## src/rtl/seq_pattern_tx_pkg.sv

```systemverilog
// Shared definitions for the serial pattern transmitter: state encodings and the default pattern.
// The default pattern is also referenced by the detector benches.
package seq_pattern_tx_pkg;

  typedef enum logic [2:0] {
    ST_IDLE  = 3'b000,
    ST_SHIFT = 3'b001,
    ST_GAP   = 3'b010,
    ST_DONE  = 3'b011
  } state_e;

  localparam logic [4:0] SEQ_DEFAULT_PAT = 5'b11001;

endpackage

```

## src/rtl/seq_pattern_tx_shifter.sv

```systemverilog
// W-bit load/shift register with bit counter; exposes the MSB and a last-bit flag.
// Load has priority over shift so a back-to-back reload on the last bit restarts cleanly.
module pattern_shifter #(
  parameter int W = 5
) (
  input  logic         CLK,
  input  logic         RESET,
  input  logic         load,
  input  logic         shift,
  input  logic [W-1:0] load_val,
  output logic         msb,
  output logic         last
);

  localparam int CW = (W > 1) ? $clog2(W) : 1;

  logic [W-1:0]  shreg_q, shreg_d;
  logic [CW-1:0] bit_cnt_q, bit_cnt_d;

  always_comb begin
    shreg_d   = shreg_q;
    bit_cnt_d = bit_cnt_q;
    if (load) begin
      shreg_d   = load_val;
      bit_cnt_d = '0;
    end else if (shift) begin
      shreg_d   = {shreg_q[W-2:0], 1'b0};
      bit_cnt_d = bit_cnt_q + CW'(1);
    end
  end

  always_ff @(posedge CLK or posedge RESET) begin
    if (RESET) begin
      shreg_q   <= '0;
      bit_cnt_q <= '0;
    end else begin
      shreg_q   <= shreg_d;
      bit_cnt_q <= bit_cnt_d;
    end
  end

  assign msb  = shreg_q[W-1];
  assign last = (bit_cnt_q == CW'(W - 1));

endmodule

```

## src/rtl/seq_pattern_tx.sv

```systemverilog
// Serial pattern transmitter: sends a latched W-bit pattern MSB-first, reps times, with GAP idle cycles between copies.
// Outputs decode registered state only; start is ignored unless idle.
module seq_pattern_tx
  import seq_pattern_tx_pkg::*;
#(
  parameter int             W           = 5,
  parameter logic [W-1:0]   DEFAULT_PAT = W'(SEQ_DEFAULT_PAT),
  parameter int             GAP         = 2,
  parameter int             CNT_W       = 4
) (
  input  logic             CLK,
  input  logic             RESET,
  input  logic             start,
  input  logic [W-1:0]     pat,
  input  logic [CNT_W-1:0] reps,
  output logic             out,
  output logic             valid,
  output logic             busy,
  output logic             done
);

  localparam logic [CNT_W-1:0] REP_ONE  = CNT_W'(1);
  localparam logic [2:0]       GAP_LAST = 3'((GAP > 0) ? GAP - 1 : 0);

  state_e           state_q, state_d;
  logic [W-1:0]     pat_q, pat_d;
  logic [CNT_W-1:0] rep_q, rep_d;
  logic [CNT_W-1:0] rep_cnt_q, rep_cnt_d;
  logic [2:0]       gap_cnt_q, gap_cnt_d;

  logic         sh_load, sh_shift, sh_msb, sh_last;
  logic [W-1:0] sh_load_val;

  pattern_shifter #(.W(W)) u_shifter (
    .CLK      (CLK),
    .RESET    (RESET),
    .load     (sh_load),
    .shift    (sh_shift),
    .load_val (sh_load_val),
    .msb      (sh_msb),
    .last     (sh_last)
  );

  always_comb begin
    state_d     = state_q;
    pat_d       = pat_q;
    rep_d       = rep_q;
    rep_cnt_d   = rep_cnt_q;
    gap_cnt_d   = gap_cnt_q;
    sh_load     = 1'b0;
    sh_shift    = 1'b0;
    sh_load_val = pat_q;
    case (state_q)
      ST_IDLE: begin
        if (start) begin
          sh_load     = 1'b1;
          sh_load_val = (pat == '0) ? DEFAULT_PAT : pat;
          pat_d       = sh_load_val;
          rep_d       = (reps == '0) ? REP_ONE : reps;
          rep_cnt_d   = '0;
          state_d     = ST_SHIFT;
        end
      end
      ST_SHIFT: begin
        sh_shift = 1'b1;
        if (sh_last) begin
          rep_cnt_d = rep_cnt_q + REP_ONE;
          if (rep_cnt_q + REP_ONE == rep_q) begin
            state_d = ST_DONE;
          end else if (GAP > 0) begin
            gap_cnt_d = '0;
            state_d   = ST_GAP;
          end else begin
            // Back-to-back copy: reload overrides the shift on this edge.
            sh_load = 1'b1;
          end
        end
      end
      ST_GAP: begin
        if (gap_cnt_q == GAP_LAST) begin
          sh_load = 1'b1;
          state_d = ST_SHIFT;
        end else begin
          gap_cnt_d = gap_cnt_q + 3'd1;
        end
      end
      ST_DONE: state_d = ST_IDLE;
      default: state_d = ST_IDLE;
    endcase
  end

  always_ff @(posedge CLK or posedge RESET) begin
    if (RESET) begin
      state_q   <= ST_IDLE;
      pat_q     <= '0;
      rep_q     <= '0;
      rep_cnt_q <= '0;
      gap_cnt_q <= '0;
    end else begin
      state_q   <= state_d;
      pat_q     <= pat_d;
      rep_q     <= rep_d;
      rep_cnt_q <= rep_cnt_d;
      gap_cnt_q <= gap_cnt_d;
    end
  end

  assign valid = (state_q == ST_SHIFT);
  assign out   = valid & sh_msb;
  assign busy  = (state_q == ST_SHIFT) || (state_q == ST_GAP) || (state_q == ST_DONE);
  assign done  = (state_q == ST_DONE);

endmodule

```

## config.mk

```make
export PLATFORM = sky130hd
export DESIGN_NAME = seq_pattern_tx
export DESIGN_NICKNAME = d
export VERILOG_FILES = /design/src/rtl/seq_pattern_tx_pkg.sv /design/src/rtl/seq_pattern_tx_shifter.sv /design/src/rtl/seq_pattern_tx.sv
export SDC_FILE = /design/constraint.sdc
export NUM_CORES = 1
export LEC_CHECK = 0
export ABC_AREA = 1
export BUFFER_PORTS_ARGS = -buffer_cell sky130_fd_sc_hd__buf_2
export CAP_MARGIN = 25
export CORE_ASPECT_RATIO = 0.5
export CORE_MARGIN = 3
export CORE_UTILIZATION = 51
export DETAILED_ROUTE_END_ITERATION = 8
export GPL_TIMING_DRIVEN = 0
export PLACE_DENSITY_LB_ADDON = 0.1
export SYNTH_ARGS = -nofsm -noshare
export SYNTH_HDL_FRONTEND = slang
export SYNTH_SLANG_ARGS = --single-unit
```

## constraint.sdc

```tcl
create_clock -name CLK -period 1.4 [get_ports CLK]
set_input_delay 0.28 -clock CLK [delete_from_list [all_inputs] [get_ports CLK]]
set_output_delay 0.28 -clock CLK [all_outputs]
set_load 0.01 [all_outputs]
```

==> out/metrics.csv <==
metric;value;unit
Critical Path, Cell by Cell;inv_2 -> nand2_4 -> buf_6;
number of max-cap violations;0;
delay of the slowest critical-path stage;510;ps
pin count of the biggest net entering global routing;27;
Yosys Warn Count;0;
post-DP HPWL;1912;um
Reg area;651.9;sq um
Avg Cell Area, Syn;8.284;sq um
setup ws final;-16.65;ps
power per cell area;2084;mW/mm^2
Die Y;43.59;um
Setup TNS Final;-16.65;ps
Remaining DRCs;0;
count leader, synth;nand2_1;
Antenna Cells;0;
initial core utilization;59.26;%
peak supply drop;1.135;mV
Port Buffer Count;15;
vias in the first global route;1068;
share of synthesized registers carrying an async set or reset;100.0;%
status;finished, violations left;
register bit total from synthesis;26;
critical path type;flop to output port;
final net count;234;
CP required;1120;ps
fmax;705.9;MHz
first-pass GRT wire length;4726;um
Post-synth EDFFs;0;
Core Util, Final;78.60;%
DR vias;1272;
Synth top cells by count;nand2_1 (37), inv_1 (29), dfrtp_1 (26);
failing checks;negative setup slack;
final worst-path cycle share;101.2;%
Setup Viol. Count Final;1;
Num CTS Buffers;3;
worst-path fanout max;4;
slew of the pin with the lowest slew margin;287.4;ps
Die Width;81.18;um
total grt overflow;0;
Hold Worst Slack;251.1;ps
top area cells in the synthesized netlist;dfrtp_1 (45%), nand2_1 (9.6%), inv_1 (7.6%), ha_1 (4.3%), nand3_1 (4.2%);
Hold WC Path Type;input pin to flop;
number of DRC markers in iteration 0;89;
Slew Viols, Final;0;
clock root buffer;clkbuf_8;
wire per inst;12.92;um
clk_lat worst skew;270;ps
clock sinks;26;
WL final;3243;um
full die area;0.003539;sq mm
RSZ-0062 raised after global routing;true;
ys flop type;dfrtp_1;
H-tree levels;1;
Rows;12;
share of layout cells above drive strength 1;35.19;%
top cell type's share of synthesized area;45.14;%
Gate Count Post-Synth;174;
fill count;150;
CP max stage cell;dfrtp_1;
area taken by multi-input logic gates;711.9;sq um
Clock Pin Slew Worst Setup and Hold Paths;90;ps
DR pass1 iterations;4;
Mapped Area;0.001441;sq mm
critical path launch point type;flop;
max_slew headroom;80.84;%
Place WS;-168.4;ps
post-route ant nets;0;
Fin. Hold Viols;0;
Min Clock Period, post-route;1417;ps
Via density;5.068;
Critical Path End Type;output port;
CTS tree;yes;
synth unique cells;27;
global-route usage over all layers;17.51;%
CP arrival;1140;ps
Area Growth Syn to Fin;32.64;%
sequential fraction of the synthesis area;45.14;%
Setup Skew;3.631;ps
GPL Wtd Cong;0.7372;
IO Pins;16;
initial antenna violation count;0;
Clock Tree Buf Depth;2;
Core Area;0.002432;sq mm
Yosys top cell by area;dfrtp_1;
Syn Nets;191;
Leakage;0.9559;nW
-- worst paths after layout --
check	startpoint	to	slack, ps	depth (start not counted)
worst max register to register	rep_cnt_q[0]$_DFFE_PP0P_	state_q[0]$_DFFE_PP0P_	10	8
worst min register to register	pat_q[0]$_DFF_PP0_	pat_q[0]$_DFF_PP0_	490	2
min in group asynchronous	RESET	pat_q[1]$_DFF_PP0_	480	3
max in group asynchronous	RESET	rep_cnt_q[0]$_DFFE_PP0P_	520	4
worst max-delay path	state_q[0]$_DFFE_PP0P_	busy	-20	3
worst min-delay path	reps[2]	rep_q[2]$_DFFE_PP0P_	250	3
-- state kept, by name (all words and copies together) (netlist names) --
signal	flops
gap_cnt_q	3
u_shifter.shreg_q	5
state_q	2
pat_q	5
rep_cnt_q	4
u_shifter.bit_cnt_q	3
rep_q	4
-- layout make-up --
class | count | area share (%)
sequential | 26 | 34.10
clock buffer | 4 | 2.880
multi-input combinational | 114 | 37.24
inverter | 33 | 6.872
buffer | 1 | 0.7853
tap | 35 | 2.291
timing repair buffer | 38 | 15.84
-- per-stage QoR --
step	power, mW	cells	cell area, sq um
2_1_floorplan	2.437	174	1441
3_3_place_gp	2.753	224	1560
3_5_place_dp	2.784	224	1560
4_1_cts	3.528	239	1729
5_1_grt	4.273	251	1912
6_report	3.985	251	1912
-- layer usage --
layer / vias to the layer above / part of all wire, % / GRT usage, %
li1: 637 / - / -
met1: 598 / 46 / 24.12
met2: 29 / 48 / 27.08
met3: 8 / 4.2 / 4.979
met4: 0 / 1.9 / 5.051
met5: - / 0 / 0
-- worst max-delay path, delay by kind of cell (launching register included) --
| family | cells | cell delay, ps |
|---|---|---|
| AND/OR/NAND/NOR | 1 | 120 |
| flip-flops | 1 | 510 |
| buffers and inverters | 2 | 230 |
-- power by group --
| part | total (mW) | switching [mW] | internal (mW) | leakage [nW] |
|---|---|---|---|---|
| logic | 2.24 | 1.21 | 1.03 | 0.604 |
| clock network | 0.492 | 0.240 | 0.252 | 0.0288 |
| registers | 1.25 | 0.194 | 1.06 | 0.323 |
-- placed cells by master (no fill, tap or decap), types with 2 or more instances in the layout --
cell / n
o21ai_0: 11
nand4_1: 4
o21ai_1: 5
o21ai_2: 2
nor2_1: 10
buf_6: 4
nor2_2: 6
nand2_2: 3
nand3_4: 2
o22ai_1: 2
nand2_1: 36
buf_2: 13
inv_2: 6
buf_4: 18
nand3_1: 12
clkbuf_8: 4
ha_1: 4
nand2_4: 2
nor2_4: 2
a21oi_2: 2
a21oi_1: 2
inv_1: 26
dfrtp_1: 25
-- cells by family (layout without fill, tap and decap cells) --
logic type	Yosys count	in the layout	share of synthesized area (%)
AO/OA/AOI/OAI	27	27	11.20
XOR/XNOR	1	1	0.6077
adder cells (fa/ha/maj)	5	5	4.340
buffers and inverters	34	76	9.722
flip-flops	26	26	45.14
AND/OR/NAND/NOR	81	81	28.99
-- repair_timing --
item,in CTS,in global routing
resized for setup,8,15
buffers inserted,11,10
hold buffers,0,1
setup endpoints to repair,12,10
pin swaps,3,8
endpoints found under the hold margin,0,4
Note: power is estimated with default switching activity, not from simulation.
